## src/rtl/ps2_rx_fifo.sv

```systemverilog
// rtl/ps2_rx_fifo.sv - PS/2 keyboard receiver with scancode FIFO and register slave
//
// Purpose: filters the PS/2 kc/kd lines, deframes 11-bit frames (start, 8 data
// LSB first, odd parity, stop), queues good scancodes in a FIFO and exposes
// them through a small register slave with a level interrupt.
//
// Ports:
//   clk         system clock
//   reset_n     asynchronous active-low reset
//   irq         level interrupt, registered
//   s_cs_n      slave chip select, active low
//   s_address   register select (0 DATA, 1 STATUS/CONTROL, 2 COUNT, 3 zero)
//   s_read      read strobe; a read of DATA pops the FIFO head
//   s_readdata  read data, combinational from s_address and state
//   s_write     write strobe
//   s_writedata write data (CONTROL: bit0 irq_en, bit1 flush, bit2 clear errors)
//   kc, kd      PS/2 clock and data, asynchronous
module ps2_rx_fifo #(
  parameter int FIFO_DEPTH = 16,
  parameter int FILTER_LEN = 8,
  parameter int TIMEOUT    = 50000
) (
  input  logic       clk,
  input  logic       reset_n,
  output logic       irq,
  input  logic       s_cs_n,
  input  logic [1:0] s_address,
  input  logic       s_read,
  output logic [7:0] s_readdata,
  input  logic       s_write,
  input  logic [7:0] s_writedata,
  input  logic       kc,
  input  logic       kd
);

  localparam int AW = $clog2(FIFO_DEPTH);
  localparam int CW = AW + 1;
  localparam int FW = $clog2(FILTER_LEN + 1);
  localparam int TW = $clog2(TIMEOUT + 1);

  // ---------------------------------------------------------------------------
  // Input conditioning; index 0 is kc, index 1 is kd.
  // ---------------------------------------------------------------------------
  logic [1:0]    sync1_q, sync2_q, filt_q;
  logic [FW-1:0] fcnt_q [2];
  logic          kc_prev_q;

  always_ff @(posedge clk or negedge reset_n) begin
    if (!reset_n) begin
      sync1_q   <= 2'b11;
      sync2_q   <= 2'b11;
      filt_q    <= 2'b11;
      fcnt_q[0] <= '0;
      fcnt_q[1] <= '0;
      kc_prev_q <= 1'b1;
    end else begin
      sync1_q   <= {kd, kc};
      sync2_q   <= sync1_q;
      kc_prev_q <= filt_q[0];
      for (int i = 0; i < 2; i++) begin
        // The counter tracks how many samples in a row disagree with the
        // filtered value; any agreeing sample restarts the run.
        if (sync2_q[i] == filt_q[i]) begin
          fcnt_q[i] <= '0;
        end else if (fcnt_q[i] == FW'(FILTER_LEN - 1)) begin
          filt_q[i] <= sync2_q[i];
          fcnt_q[i] <= '0;
        end else begin
          fcnt_q[i] <= fcnt_q[i] + 1'b1;
        end
      end
    end
  end

  logic kc_fall;
  logic kd_f;
  assign kc_fall = kc_prev_q & ~filt_q[0];
  assign kd_f    = filt_q[1];

  // ---------------------------------------------------------------------------
  // Receive FSM with registered push / error-set pulses.
  // ---------------------------------------------------------------------------
  typedef enum logic [1:0] {S_IDLE, S_DATA, S_PARITY, S_STOP} state_t;

  state_t        state_q;
  logic [2:0]    bit_cnt_q;
  logic [7:0]    shift_q;
  logic          par_q;
  logic [TW-1:0] tmo_q;
  logic          push_q;
  logic [7:0]    push_data_q;
  logic          perr_set_q;
  logic          ferr_set_q;
  logic          par_ok;

  assign par_ok = ^{shift_q, par_q};

  always_ff @(posedge clk or negedge reset_n) begin
    if (!reset_n) begin
      state_q     <= S_IDLE;
      bit_cnt_q   <= '0;
      shift_q     <= '0;
      par_q       <= 1'b0;
      tmo_q       <= '0;
      push_q      <= 1'b0;
      push_data_q <= '0;
      perr_set_q  <= 1'b0;
      ferr_set_q  <= 1'b0;
    end else begin
      push_q     <= 1'b0;
      perr_set_q <= 1'b0;
      ferr_set_q <= 1'b0;

      if (state_q == S_IDLE || kc_fall) begin
        tmo_q <= '0;
      end else begin
        tmo_q <= tmo_q + 1'b1;
      end

      case (state_q)
        S_IDLE: begin
          if (kc_fall && !kd_f) begin
            state_q   <= S_DATA;
            bit_cnt_q <= '0;
          end
        end
        S_DATA: begin
          if (kc_fall) begin
            shift_q   <= {kd_f, shift_q[7:1]};
            bit_cnt_q <= bit_cnt_q + 3'd1;
            if (bit_cnt_q == 3'd7) begin
              state_q <= S_PARITY;
            end
          end
        end
        S_PARITY: begin
          if (kc_fall) begin
            par_q   <= kd_f;
            state_q <= S_STOP;
          end
        end
        S_STOP: begin
          if (kc_fall) begin
            state_q     <= S_IDLE;
            push_q      <= par_ok & kd_f;
            push_data_q <= shift_q;
            perr_set_q  <= ~par_ok;
            ferr_set_q  <= ~kd_f;
          end
        end
        default: state_q <= S_IDLE;
      endcase

      // A stalled frame is abandoned; this overrides whatever the case chose.
      if (state_q != S_IDLE && !kc_fall && tmo_q == TW'(TIMEOUT - 1)) begin
        state_q    <= S_IDLE;
        ferr_set_q <= 1'b1;
      end
    end
  end

  // ---------------------------------------------------------------------------
  // FIFO, sticky flags, control and interrupt.
  // ---------------------------------------------------------------------------
  logic [7:0]    mem_q [FIFO_DEPTH];
  logic [AW-1:0] wr_ptr_q, rd_ptr_q;
  logic [CW-1:0] count_q;
  logic          ovf_q, perr_q, ferr_q, irq_en_q, irq_q;

  logic ctrl_wr, flush, clr_err, empty, full, pop, do_push, do_pop, ovf_set;

  assign ctrl_wr = ~s_cs_n & s_write & (s_address == 2'd1);
  assign flush   = ctrl_wr & s_writedata[1];
  assign clr_err = ctrl_wr & s_writedata[2];
  assign empty   = (count_q == '0);
  assign full    = (count_q == CW'(FIFO_DEPTH));
  assign pop     = ~s_cs_n & s_read & (s_address == 2'd0) & ~empty;
  // A pop in the same cycle frees the slot, so a push into a full FIFO fits.
  assign do_push = push_q & (~full | pop) & ~flush;
  assign do_pop  = pop & ~flush;
  assign ovf_set = push_q & full & ~pop & ~flush;

  always_ff @(posedge clk) begin
    if (do_push) begin
      mem_q[wr_ptr_q] <= push_data_q;
    end
  end

  always_ff @(posedge clk or negedge reset_n) begin
    if (!reset_n) begin
      wr_ptr_q <= '0;
      rd_ptr_q <= '0;
      count_q  <= '0;
      ovf_q    <= 1'b0;
      perr_q   <= 1'b0;
      ferr_q   <= 1'b0;
      irq_en_q <= 1'b0;
      irq_q    <= 1'b0;
    end else begin
      if (flush) begin
        wr_ptr_q <= '0;
        rd_ptr_q <= '0;
        count_q  <= '0;
      end else begin
        if (do_push) wr_ptr_q <= wr_ptr_q + 1'b1;
        if (do_pop)  rd_ptr_q <= rd_ptr_q + 1'b1;
        if (do_push && !do_pop) begin
          count_q <= count_q + 1'b1;
        end else if (!do_push && do_pop) begin
          count_q <= count_q - 1'b1;
        end
      end
      // Set terms are OR-ed last so a new error survives a same-cycle clear.
      ovf_q  <= ovf_set    | (ovf_q  & ~clr_err);
      perr_q <= perr_set_q | (perr_q & ~clr_err);
      ferr_q <= ferr_set_q | (ferr_q & ~clr_err);
      if (ctrl_wr) begin
        irq_en_q <= s_writedata[0];
      end
      irq_q <= irq_en_q & (~empty | ovf_q | perr_q | ferr_q);
    end
  end

  assign irq = irq_q;

  logic [8:0] cnt_ext;
  assign cnt_ext = 9'(count_q);

  always_comb begin
    s_readdata = 8'h00;
    case (s_address)
      2'd0: s_readdata = empty ? 8'h00 : mem_q[rd_ptr_q];
      2'd1: s_readdata = {irq_en_q, 2'b00, ferr_q, perr_q, ovf_q, full, ~empty};
      2'd2: s_readdata = cnt_ext[8] ? 8'hFF : cnt_ext[7:0];
      default: s_readdata = 8'h00;
    endcase
  end

  logic unused_wdata;
  assign unused_wdata = ^s_writedata[7:3];

endmodule

```

## config.mk

```make
export PLATFORM = sky130hd
export DESIGN_NAME = ps2_rx_fifo
export DESIGN_NICKNAME = d
export VERILOG_FILES = /design/src/rtl/ps2_rx_fifo.sv
export SDC_FILE = /design/constraint.sdc
export NUM_CORES = 1
export LEC_CHECK = 0
export ABC_AREA = 1
export BUFFER_PORTS_ARGS = -buffer_cell sky130_fd_sc_hd__buf_2
export CAP_MARGIN = 20
export CORE_ASPECT_RATIO = 0.6
export CORE_MARGIN = 2
export CORE_UTILIZATION = 23
export CTS_BUF_LIST = sky130_fd_sc_hd__clkbuf_8
export DETAILED_ROUTE_END_ITERATION = 7
export GPL_TIMING_DRIVEN = 0
export PLACE_DENSITY_LB_ADDON = 0.2
export REMOVE_ABC_BUFFERS = 1
export SYNTH_ARGS = -nofsm -noshare
export SYNTH_HDL_FRONTEND = slang
export SYNTH_SLANG_ARGS = --single-unit
```

## constraint.sdc

```tcl
create_clock -name clk -period 4.8 [get_ports clk]
set_input_delay 0.96 -clock clk [delete_from_list [all_inputs] [get_ports clk]]
set_output_delay 0.96 -clock clk [all_outputs]
set_load 0.01 [all_outputs]
```

* Word-level counts from Yosys, hierarchy flattened *
Memories as Yosys holds them, arrays and structs flattened.
Cells that the tools add are included.
Widths: inputs -> output; s select.

word-level totals
  memories = 1
  logic and storage cells = 148
  bits in registers = 74
  RAM bits = 128
  output and inout bits = 9
  input port bits = 17

memory list
  name   depth  width  read ports  clocked after Yosys merged registers in  write ports  line  text
  mem_q  16     8      1           0                                        1            165   logic [7:0] mem_q [FIFO_DEPTH];

cells by class
  equality and inequality tests = 19
  $add $sub $neg = 8
  reduce and logical (&&, ||, !) cells = 26
  mux-type cells = 33
  bitwise logic cells = 37

operators by type and width
  cell                   count
  $mux 4                 8
  $pmux 8 s3             1
  $and 1x1->1            19
  $add 16x1->16 const B  1
  $add 4x1->4 const B    4
  $eq 16x16->1 const B   1
  $mux 16                1
  $mux 5                 3
  $mux 2                 6
  $ne 3x3->1 const B     4
  $not 1->1              11
  $reduce_and 2->1       5
  $mux 1                 9
  $reduce_xor 9->1       1
  $eq 4x3->1 const B     2
  $mux 8                 1
  $pmux 2 s4             1
  $reduce_bool 2->1      4
  $or 1x1->1             7
  $eq 2x2->1 const B     3
  $mux 3                 2
  $pmux 3 s2             1
  $add 5x1->5 const B    1
  $eq 5x5->1 const B     1
  16 further kinds       26

* Logic depth before layout (Yosys ltp) *
Gate-level depths: netlist of run 1.

  depth after elaboration = 12
  gate-level depth with buffers = 16
  depth with buffers taken out = 16

* Worst setup path after synthesis of run 1 *
Ideal clock, no wire load.

  path type = input-to-reg
  from = input port s_write
  to = register count_q[4]
  library setup time = 0.118 ns
  buffers on the path = 0
  required time = 4.682 ns
  setup slack = 2.255 ns
  stages = 15
  arrival = 2.427 ns
  cell sequence = inv_1 > nor2_1 > nand3_4 > nand4_4 > ha_1 > a21oi_1 > nand2_1 > nand2_1 > nand2_1 > inv_1 > nand2_1 > nand2_1 > inv_1 > nand2_1 > nand2_1

between the ends
  longest elaborated chain between the ends = 9
  elaborated cells on any way between the ends = 13
  classes of those cells = mux: 2; bitwise: 6; reduce/logical: 5

ends and longest elaborated chain
  item                           line      text
  start, declared                30        input logic s_write,
  $and 1x1->1 (*) (2 in series)  172       assign ctrl_wr = ~s_cs_n & s_write & (s_address == 2'd1);
  $and 1x1->1 (*)                173       assign flush = ctrl_wr & s_writedata[1];
  $not 1->1                      179, 180
  $and 1x1->1                    180       assign do_pop = pop & ~flush;
  $logic_not 1->1                207       if (do_push && !do_pop) begin
  $logic_and 1x1->1              207
  $mux 5                         207
  $mux 5                         200       if (flush) begin
  end signal, assigned           208       count_q <= count_q + 1'b1;
  end signal, assigned           210       count_q <= count_q - 1'b1;
  end, declared                  167       logic [CW-1:0] count_q;

Mark *: on every way between the ends. The rest lies on a longest branch, timed or not.
A chain may end at the register's enable or synchronous reset.

* Final worst setup path of run 1 *
  from = register rd_ptr_q[0]
  to = output port s_readdata[2]

between the ends
  longest elaborated chain between the ends = 3

ends and longest elaborated chain
  item                    line  text
  start, declared         166   logic [AW-1:0] wr_ptr_q, rd_ptr_q;
  start signal, assigned  206   if (do_pop) rd_ptr_q <= rd_ptr_q + 1'b1;
  $mem_v2 16x8            --
  $mux 8                  232   2'd0: s_readdata = empty ? 8'h00 : mem_q[rd_ptr_q];
  $pmux 8 s3              231   case (s_address)
  end, declared           29    output logic [7:0] s_readdata,

No other way between the ends.

==> results of run 1 <==
[routing by layer]
| metal | vias to the layer above | wire [um] | track usage |
|---|---|---|---|
| met3 | 35 | 1119 | 0.02367 |
| met4 | 0 | 362 | 0.02312 |
| met2 | 111 | 8896 | 0.1518 |
| li1 | 2971 | - | - |
| met5 | - | 0 | 0 |
| met1 | 2919 | 12160 | 0.1794 |
[final cells by class]
type,count,area [um2]
multi-input combinational,551,2840
inverter,77,291.5
clock inverter,21,110.1
fill,4005,27810
clock buffer,35,481.7
sequential,202,5705
tap,513,641.9
timing repair buffer,23,177.7
[synth_stat cells, types with 3 or more instances]
cell	count
nor3_1	13
inv_1	70
nand2_2	5
or2_2	3
clkbuf_1	3
nand2_1	174
o21ai_1	8
ha_1	18
nor2_1	96
buf_2	17
nand3_1	90
o21ai_0	56
dfstp_2	7
buf_4	6
xnor2_1	8
dfrtp_1	67
o211ai_1	9
xor2_1	10
a21oi_1	19
o22ai_1	3
nor2_4	5
nand4_1	11
inv_2	6
edfxtp_1	128
[worst paths after layout]
kind                       cells after the start        start  slack, ns             to
max                                            8  rd_ptr_q[0]       0.98  s_readdata[2]
min                                            1      reset_n       0.28      fcnt_q[2]
max reg2reg                                    6   count_q[1]       2.40    mem_q[2][0]
min reg2reg                                    0   sync1_q[0]       0.36     sync2_q[0]
max in group asynchronous                      2      reset_n       3.90    rd_ptr_q[0]
min in group clk                               0   sync1_q[0]       0.36     sync2_q[0]
[stage by stage]
| stage | setup slack (ns) | cell area (um2) | hold slack (ns) | std cells |
|---|---|---|---|---|
| floorplan | 1.426 | 8836 | 0.3452 | 830 |
| detailed placement | 1.550 | 9657 | 0.3472 | 1366 |
| global placement | -0.4372 | 9578 | 0.3465 | 1363 |
| global route | 0.6704 | 10250 | 0.2573 | 1422 |
| CTS | 0.8614 | 10250 | 0.2389 | 1422 |
| finish | 0.9839 | 10250 | 0.2846 | 1422 |
[placed cells by master, fill, tap and decap left out, drive strengths merged, types with 9 or more instances in the layout]
master and n:
nand2 181, edfxtp 128, nor2 103, nand3 93, inv 88, dfrtp 67, o21ai 65, clkbuf 35
buf 23, a21oi 20, ha 18, nor3 14, nand4 12, xor2 10, o211ai 10, clkinv 9
[cell families (layout without fill, tap and decap cells)]
group	after synthesis	after routing	synth area share
flip-flops	202	202	0.6354
adder cells (fa/ha/maj)	19	19	0.02732
XOR/XNOR	18	18	0.01756
AND/OR/NAND/NOR	409	409	0.2045
AO/OA/AOI/OAI	105	105	0.06704
buffers and inverters	103	156	0.04822
[power breakdown]
group / leakage (nW) / internal (mW) / switching (mW) / total (mW)
registers: 2.29 / 1.97 / 0.203 / 2.17
clock network: 0.348 / 0.715 / 0.691 / 1.41
logic: 1.49 / 0.435 / 0.879 / 1.31
[worst max-delay path: cells and delay by family (launching register included)]
| family | cells | cell delay, ns |
|---|---|---|
| buf+inv | 2 | 0.73 |
| flops | 1 | 0.65 |
| compound gates | 2 | 0.44 |
| simple gates | 4 | 0.41 |
[state kept, by name, indices dropped and copies added, names as in the netlist, 3 cells and up]
signal	count
tmo_q	16
wr_ptr_q	4
push_data_q	8
rd_ptr_q	4
mem_q	128
bit_cnt_q	3
fcnt_q	8
count_q	5
shift_q	8
==> impl_metrics.py, run 1 <==
metrics = {
    "route": {
        "ant_nets": 0,
        "wl_per_cell_um": 15.85,
        "wl_mm": 22.54,
        "first_pass_iters": 5,
        "drc": 0,
        "vias_per_cell": 4.245,
        "drt_iter0_drc": 467,
        "vias": 6036,
    },
    "clocking": {
        "clockBufferDepth": 3,
        "cts_root_buffer": "clkbuf_8",
        "cts_buffers": 30,
        "cts.sink_count": 202,
        "cts_tree": "yes",
        "htree_levels": 1,
        "clkTransAtPathRegs_ns": 0.07,
        "ctsResizeCount": 0,
        "cts_hold_buf": 0,
        "clk_latency_ns": 0.58,
        "post_cts_buffers": 0,
    },
    "cells_and_area": {
        "final_layout_size_suffix_gt1_frac": 0.1133,
        "finalNetCount": 921,
        "final_core_utilization": 0.2693,
        "antenna-diode-count": 0,
        "area_growth_pct": 14.16,
    },
    "grt": {
        "grt_usage": 0.1125,
        "grt_pass1_vias": 5752,
        "grt_max_degree": 62,
        "antenna_found_initial": 0,
        "grt_pass1_wl_mm": 34.69,
        "overflow": 0,
    },
    "critical_path": {
        "worstSetupEndpointType": "output pin",
        "crit_chain": "inv_4 -> o21ai_0 -> o211ai_1 -> nand3_1 -> nand2_1 -> nand2_1 -> nand2_1 -> buf_2",
        "cpPeakStageDelay_ns": 0.65,
        "worstPathArrival_ns": 2.86,
        "cp_common_cell": "nand2_1",
        "crit_path_start_kind": "flop",
        "crit_type": "flop to output pin",
        "slowest_stage": "dfrtp_2",
        "cp_max_fo": 61,
        "critical_path_required_ns": 3.84,
    },
    "logic_synthesis": {
        "netlist_instances": 856,
        "synth_edf_count": 128,
        "yosysWarnings": 0,
        "synth_top_area_cell": "edfxtp_1",
        "netlist_area_mm2": 0.008977,
        "synth_cell_type_count": 42,
        "ys.flop_type": "edfxtp_1",
        "synth.area.top_cells": "edfxtp_1, dfrtp_1, nand2_1",
        "synth-seq-cells": 202,
        "avgSynthCellArea_um2": 10.49,
        "yosysTopAreaCellShare": 0.4282,
        "async_flop_share": 0.3663,
        "seq_area_frac_synth": 0.6354,
    },
    "die": {
        "die_w_um": 259.1,
        "io-pin-count": 26,
        "die-area_mm2": 0.04068,
        "core_mm2": 0.03806,
        "die_height_um": 157.0,
        "num_rows": 55,
        "start_util": 0.2359,
    },
    "sta": {
        "rsz0062_at_grt": "no",
        "tns_ns": 0,
        "setup_violations": 0,
        "min_period_ns": 3.816,
        "drv_slew": 0,
        "hold_violations": 0,
        "skew_ns": 0.01174,
        "worst_pin_slew_ns": 0.9452,
        "max-slew-margin-rel": 0.3676,
        "fin_crit_sh": 0.7950,
        "max_freq_mhz": 262.0,
    },
    "pwr": {
        "ir_drop_mv": 0.2250,
        "p_leak_nw": 4.121,
        "powerDensity_mw_per_mm2": 477.4,
        "power_mw": 4.893,
    },
    "run": {
        "cap_violations": 0,
    },
    "hold_path": {
        "hold_path_class": "input port to asynchronous set/reset pin",
    },
    "placement": {
        "gp_congestion": 0.7702,
        "io_buffers": 20,
        "hpwl_mm": 14.28,
    },
    "status": {
        "outcome": "complete, no violations",
    },
}
Note: power is estimated with default switching activity, not from simulation.
==> run 2, diff against run 1 <==
--- a/config.mk
+++ b/config.mk
@@ -5,7 +5,7 @@
 export SDC_FILE = /design/constraint.sdc
 export NUM_CORES = 1
 export LEC_CHECK = 0
-export ABC_AREA = 1
+export ABC_AREA = 0
 export BUFFER_PORTS_ARGS = -buffer_cell sky130_fd_sc_hd__buf_2
 export CAP_MARGIN = 20
 export CORE_ASPECT_RATIO = 0.6
==> constraint.sdc (replaced) <==
create_clock -name clk -period 3.13 [get_ports clk]
set_input_delay 0.626 -clock clk [delete_from_list [all_inputs] [get_ports clk]]
set_output_delay 0.626 -clock clk [all_outputs]
set_load 0.01 [all_outputs]
==> run 2 against run 1 <==
The flow now finishes with violations (negative setup slack). Critical path depth down 1. Total power grew 46%. Count of clock-buffer cells in the layout down 1. Setup slack got worse by 1.1 ns. Core utilization up 1.2 points. Clock power is 49% higher. Die area fell by 3.5%. Sequential power increased by 51%. Critical endpoint is now s_readdata[4]. Largest power group unchanged.
==> impl_metrics.py, run 2 <==
metrics = {
    "logic_synthesis": {
        "synth_common_cells": "edfxtp_1, dfrtp_1, nor2_1",
        "netlist_instances": 556,
        "synth-seq-cells": 202,
        "yosysWarnings": 0,
        "synth_edf_count": 128,
        "synth_cell_type_count": 55,
        "async_flop_share": 0.3663,
        "synth.area.top_cells": "edfxtp_1, dfrtp_1, mux4_2",
        "synth_most_common_cell": "edfxtp_1",
        "avgSynthCellArea_um2": 15.56,
        "yosysTopAreaCellShare": 0.4442,
        "synth_top_area_cell": "edfxtp_1",
        "ys.flop_type": "edfxtp_1",
        "netlist_area_mm2": 0.008653,
        "seq_area_frac_synth": 0.6592,
    },
    "critical_path": {
        "critical_path_required_ns": 2.50,
        "crit_type": "flop to output pin",
        "cp_max_fo": 5,
        "worstSetupEndpointType": "output pin",
        "cpPeakStageDelay_ns": 0.54,
        "cpLargestDelayFamily": "compound AO/OA/AOI/OAI gates",
        "worstPathArrival_ns": 2.64,
        "slowest_stage": "dfrtp_4",
        "cp.buffers_inverters": 3,
        "crit_chain": "buf_12 -> buf_16 -> mux4_2 -> a22o_1 -> a221oi_2 -> a21oi_1 -> buf_2",
        "crit_path_start_kind": "flop",
    },
    "pwr": {
        "p_leak_nw": 3.734,
        "ir_drop_mv": 0.3069,
        "powerDensity_mw_per_mm2": 692.4,
    },
    "run": {
        "cap_violations": 0,
    },
    "sta": {
        "drv_slew": 0,
        "max-slew-margin-rel": 0.3282,
        "worst_pin_slew_ns": 1.004,
        "max_freq_mhz": 306.5,
        "finalWorstSetupSlack_ns": -0.1324,
        "fin_crit_sh": 1.042,
        "min_period_ns": 3.262,
        "rsz0062_at_grt": "yes",
        "hold_violations": 0,
        "setup_violations": 7,
        "skew_ns": 0.02993,
    },
    "placement": {
        "io_buffers": 20,
        "dp.cells": 1067,
        "place_area_mm2": 0.009417,
        "dp_slack_ns": -0.6652,
        "hpwl_mm": 13.49,
        "gp_congestion": 0.8135,
    },
    "route": {
        "ant_nets": 0,
        "wl_mm": 20.65,
        "drc": 0,
        "vias_per_cell": 4.275,
        "wl_per_cell_um": 18.08,
        "vias": 4882,
        "drt_iter0_drc": 321,
        "first_pass_iters": 5,
    },
    "die": {
        "start_util": 0.2359,
        "die_w_um": 254.4,
        "core_mm2": 0.03669,
        "num_rows": 54,
        "die-area_mm2": 0.03924,
        "die_height_um": 154.2,
        "io-pin-count": 26,
    },
    "clocking": {
        "clkTransAtPathRegs_ns": 0.07,
        "htree_levels": 1,
        "cts.sink_count": 202,
        "cts_buffers": 30,
        "cts_tree": "yes",
        "clk_latency_ns": 0.57,
        "cts_root_buffer": "clkbuf_8",
        "clockBufferDepth": 3,
    },
    "grt": {
        "overflow": 0,
        "grt_usage": 0.1075,
        "grt_max_degree": 70,
        "antenna_found_initial": 0,
        "grt_pass1_vias": 5030,
        "grt_pass1_wl_mm": 31.63,
    },
    "cells_and_area": {
        "largest_reg_flops": 128,
        "layout_common_cells": "edfxtp_1, dfrtp_1, nor2_1, mux4_2, clkbuf_8",
        "design_area_mm2": 0.01033,
        "regArea_mm2": 0.005713,
        "n_fill_cell": 3669,
        "multi_input_area_mm2": 0.002907,
        "reg_top3": "mem_q (128), tmo_q (16)",
        "area_growth_pct": 19.33,
        "final_core_utilization": 0.2815,
        "final_common_cell": "edfxtp_1",
        "finalNetCount": 649,
        "largest_register": "mem_q",
        "final_layout_size_suffix_gt1_frac": 0.2747,
        "final_cells": 1142,
    },
    "status": {
        "violations": "negative setup slack",
        "outcome": "complete, but fails checks",
    },
    "hold_path": {
        "hold_path_class": "input port to flop",
    },
}
==> run 2: cell count changes in the layout (fill, tap and decap cells not counted), moves of 7 or more <==
| cell | delta |
|---|---|
| inv_1 | -54 |
| xnor2_1 | +8 |
| mux2_2 | +22 |
| o21ai_0 | -44 |
| nor2b_1 | +7 |
| nor2_1 | -55 |
| nand2_1 | -144 |
| nand3_1 | -77 |
| mux4_2 | +34 |
| mux2i_1 | +10 |
| and2_1 | +10 |
| o211ai_1 | -8 |
| buf_4 | +13 |
==> run 2: routing by layer <==
metal | wire length (um) | up-vias | global-route usage
li1 | - | 2236 | -
met1 | 10880 | 2532 | 0.1696
met2 | 8559 | 81 | 0.1467
met3 | 745 | 33 | 0.02322
met4 | 465 | 0 | 0.02605
met5 | 0 | - | 0
==> run 2: kinds of logic (layout without fill, tap and decap cells) <==
family	after synthesis	in the layout	share of synthesized area
other	0	1	0
AOI/OAI and AO/OA	58	58	0.04468
buffers and inverters	33	114	0.01663
DFF	202	202	0.6592
and+or+nand+nor	146	146	0.08820
xor gates and xnor gates	30	30	0.03036
adders and majority gates	19	19	0.02834
muxes	68	68	0.1326
==> run 2: worst paths after layout <==
kind                                  start       endpoint  slack, ns  cells past startpoint
worst min register to register   sync1_q[1]     sync2_q[1]       0.36                      0
min in group asynchronous           reset_n     count_q[0]       0.41                      2
worst max register to register   count_q[0]     count_q[4]       0.16                     11
worst max-delay path            rd_ptr_q[0]  s_readdata[4]      -0.13                      7
worst min-delay path                     kc     sync1_q[0]       0.17                      1
max in group asynchronous           reset_n      filt_q[0]       2.10                      3
==> run 2: cell type report <==
cell class | instances | share of cell area
Timing Repair Buffer | 45 | 0.04253
Multi-Input combinational cell | 321 | 0.2815
Clock buffer | 34 | 0.04532
Tap cell | 504 | 0.06107
Inverter | 13 | 0.004726
Antenna cell | 1 | 0.0002423
Sequential cell | 202 | 0.5533
Clock inverter | 22 | 0.01139
==> run 2: timing repair <==
| action | 4_1_cts | 5_1_grt |
|---|---|---|
| gates cloned | 3 | 0 |
| hold buffers | 1 | 0 |
| pin swaps | 8 | 4 |
| buffers inserted | 11 | 3 |
| hold endpoints to repair | 5 | 0 |
| resized for setup | 24 | 3 |
| endpoints found under the setup margin | 9 | 9 |
==> run 2: worst reg2reg max path, delay by kind of cell, from the launching register on <==
family | cells | cell delay [ns]
compound gates | 4 | 0.86
fa+ha+maj | 1 | 0.41
buf+inv | 1 | 0.16
flops | 1 | 0.54
mux | 1 | 0.10
simple gates | 4 | 0.83
==> run 2: power by group <==
part | switching (mW) | internal [mW]
Combinational | 0.887 | 0.890
Sequential | 0.274 | 3.00
Clock | 1.02 | 1.08
Total | 2.18 | 4.97
==> run 2: stage by stage <==
step	power [mW]	setup TNS (ns)	hold WS, ns
after floorplan	4.233	-1.493	0.3304
after global placement	4.617	-24.29	0.3471
after detailed placement	4.729	-0.7930	0.3479
after CTS	7.255	-1.175	0.1294
after global routing	7.549	-1.285	0.1296
final	7.150	-0.5734	0.1728
==> run 3, diff against run 2 <==
==> constraint.sdc (replaced) <==
create_clock -name clk -period 3.13 [get_ports clk]
set_input_delay 0 -clock clk [delete_from_list [all_inputs] [get_ports clk]]
set_output_delay 0 -clock clk [all_outputs]
set_load 0.01 [all_outputs]
==> run 3 against run 2 <==
The flow now finishes without violations. Register-to-register slack gained 0.04 ns. Setup slack improved by 0.33 ns. Non-clock buffer count increased by 2. Core utilization decreased by 0.33 points. Combinational power shrank 16%. Die area did not move. First-iteration DRC count down 16%. Sequential share of layout area grew 0.65 points. Critical path depth increased by 4. Global-route usage fell by 0.24 points. Largest power group unchanged.
==> impl_metrics.py, run 3 (same netlist as run 2, synthesis figures left out) <==
metrics = {
    "placement": {
        "io_buffers": 20,
        "gp_congestion": 0.8135,
        "dp_slack_ns": -0.2252,
        "hpwl_mm": 13.49,
    },
    "clocking": {
        "htree_levels": 1,
        "cts_buffers": 30,
        "cts.sink_count": 202,
        "clkTransAtPathRegs_ns": 0.07,
        "cts_root_buffer": "clkbuf_8",
        "cts_tree": "yes",
        "clk_latency_ns": 0.57,
        "clockBufferDepth": 3,
    },
    "sta": {
        "skew_ns": 0.02791,
        "fin_crit_sh": 0.9361,
        "setup_violations": 0,
        "drv_slew": 0,
        "finalWorstSetupSlack_ns": 0.2000,
        "hold_violations": 0,
        "max-slew-margin-rel": 0.3533,
        "worst_pin_slew_ns": 0.9664,
        "max_freq_mhz": 341.3,
        "min_period_ns": 2.930,
        "rsz0062_at_grt": "no",
    },
    "cells_and_area": {
        "n_fill_cell": 3692,
        "reg_top3": "mem_q (128), tmo_q (16)",
        "multi_input_area_mm2": 0.002839,
        "largest_reg_flops": 128,
        "regArea_mm2": 0.005713,
        "layout_common_cells": "edfxtp_1, dfrtp_1, nor2_1, mux4_2, clkbuf_8",
        "final_common_cell": "edfxtp_1",
        "area_growth_pct": 17.94,
        "final_layout_size_suffix_gt1_frac": 0.2457,
        "finalNetCount": 651,
        "largest_register": "mem_q",
        "final_core_utilization": 0.2782,
    },
    "pwr": {
        "clkPwrFrac": 0.306,
        "p_leak_nw": 3.691,
        "p_sw_frac": 0.3029,
        "p_sw_mw": 2.077,
        "ir_drop_mv": 0.2531,
        "power.share.sequential": 0.476,
        "power_mw": 6.857,
        "internal_power_mw": 4.780,
        "p_comb_frac": 0.218,
        "powerDensity_mw_per_mm2": 671.9,
    },
    "route": {
        "ant_nets": 0,
        "dr_wl_met2_mm": 8.244,
        "vias": 4862,
        "wl_per_cell_um": 17.62,
        "drt_iter0_drc": 270,
        "vias_per_cell": 4.250,
        "wl_met1_mm": 10.34,
        "wl_met3_mm": 1.113,
        "first_pass_iters": 4,
        "drc": 0,
        "wl_mm": 20.16,
        "top_layer_used": "met4",
    },
    "die": {
        "io-pin-count": 26,
        "core_mm2": 0.03669,
        "num_rows": 54,
        "die_height_um": 154.2,
        "die-area_mm2": 0.03924,
        "start_util": 0.2359,
        "die_w_um": 254.4,
    },
    "critical_path": {
        "crit_path_start_kind": "flop",
        "crit_type": "flop to flop",
        "rr_endpoint": "count_q[4]",
        "cp-startpoint": "count_q[3]",
        "reg2reg_setup_slack_ns": 0.20,
        "crit_path_end": "count_q[4]",
        "worstReg2RegStart": "count_q[3]",
        "worstPathArrival_ns": 3.42,
        "cp_max_fo": 5,
        "reg2regPathDepth": 11,
        "critical_path_required_ns": 3.62,
        "worstSetupEndpointType": "flop",
    },
    "grt": {
        "antenna_found_initial": 0,
        "overflow": 0,
        "grt_max_degree": 70,
        "grt_pass1_wl_mm": 31.15,
        "grt_usage": 0.1051,
        "grt_pass1_vias": 5061,
    },
    "hold_path": {
        "hold_path_class": "input port to flop",
    },
    "run": {
        "cap_violations": 0,
    },
    "status": {
        "outcome": "complete, no violations",
    },
}
run 3: cell count changes in the layout (fill, tap and decap cells not counted), sizes merged:
cell,delta
dlygate4sd3,+12
buf,-10
run 3: how the worst min path moves through the flow:
stage	end	slack, ns	cells past startpoint	from
floorplan	bit_cnt_q[0]	-0.30	0	reset_n
global placement	sync1_q[1]	0.11	1	kd
detailed placement	count_q[3]	-0.17	1	reset_n
CTS	count_q[4]	0.03	6	s_read
global route	ferr_q	0.07	4	s_write
finish	ferr_q	0.07	4	s_write
run 3: cell type report:
cell class | instances | share of cell area
inverter | 13 | 0.004781
tap | 504 | 0.06179
clock inverter | 22 | 0.01152
sequential | 202 | 0.5598
timing repair buffer | 47 | 0.03788
antenna | 1 | 0.0002452
clock buffer | 34 | 0.04585
multi-input combinational | 321 | 0.2782
run 3: critical path, cell delays in order (launching register included):
cell and delay (ns):
dfrtp_1 0.48, nor4_4 0.09, buf_4 0.15, nand3_2 0.13, nand2_2 0.14, or3_4 0.48, fa_1 0.41, a21o_1 0.21
a21oi_2 0.23, mux2i_1 0.10, o2bb2a_1 0.29, a21oi_1 0.14
run 3: stage by stage:
stage	TNS (ns)	hold WS [ns]	instance area (um2)	std cells
2_1_floorplan	0	-0.2956	8558	536
3_3_place_gp	-4.244	0.1084	9289	1060
3_5_place_dp	-0.2252	-0.1719	9417	1067
4_1_cts	0	0.03083	10160	1139
5_1_grt	0	0.07156	10200	1143
6_report	0	0.07261	10210	1144
run 3: layer usage:
| metal | vias up | global-route usage |
|---|---|---|
| met5 | - | 0 |
| met4 | 0 | 0.02633 |
| met3 | 33 | 0.02322 |
| met2 | 89 | 0.1434 |
| met1 | 2498 | 0.1653 |
| li1 | 2242 | - |
run 3: what timing repair did:
action,in CTS,in global routing
gates resized for setup,4,2
setup endpoints to repair,2,2
setup buffers,3,2
hold endpoints to repair,84,0
pin swaps,1,0
hold buffers,13,0
run 3: power by group through the flow:
stage / Clock (mW) / Combinational (mW) / Sequential [mW]
2_1_floorplan: 0 / 0.896 / 3.34
3_3_place_gp: 0 / 1.13 / 3.49
3_5_place_dp: 0 / 1.37 / 3.36
4_1_cts: 2.17 / 1.45 / 3.32
5_1_grt: 2.29 / 1.67 / 3.30
6_report: 2.10 / 1.50 / 3.26
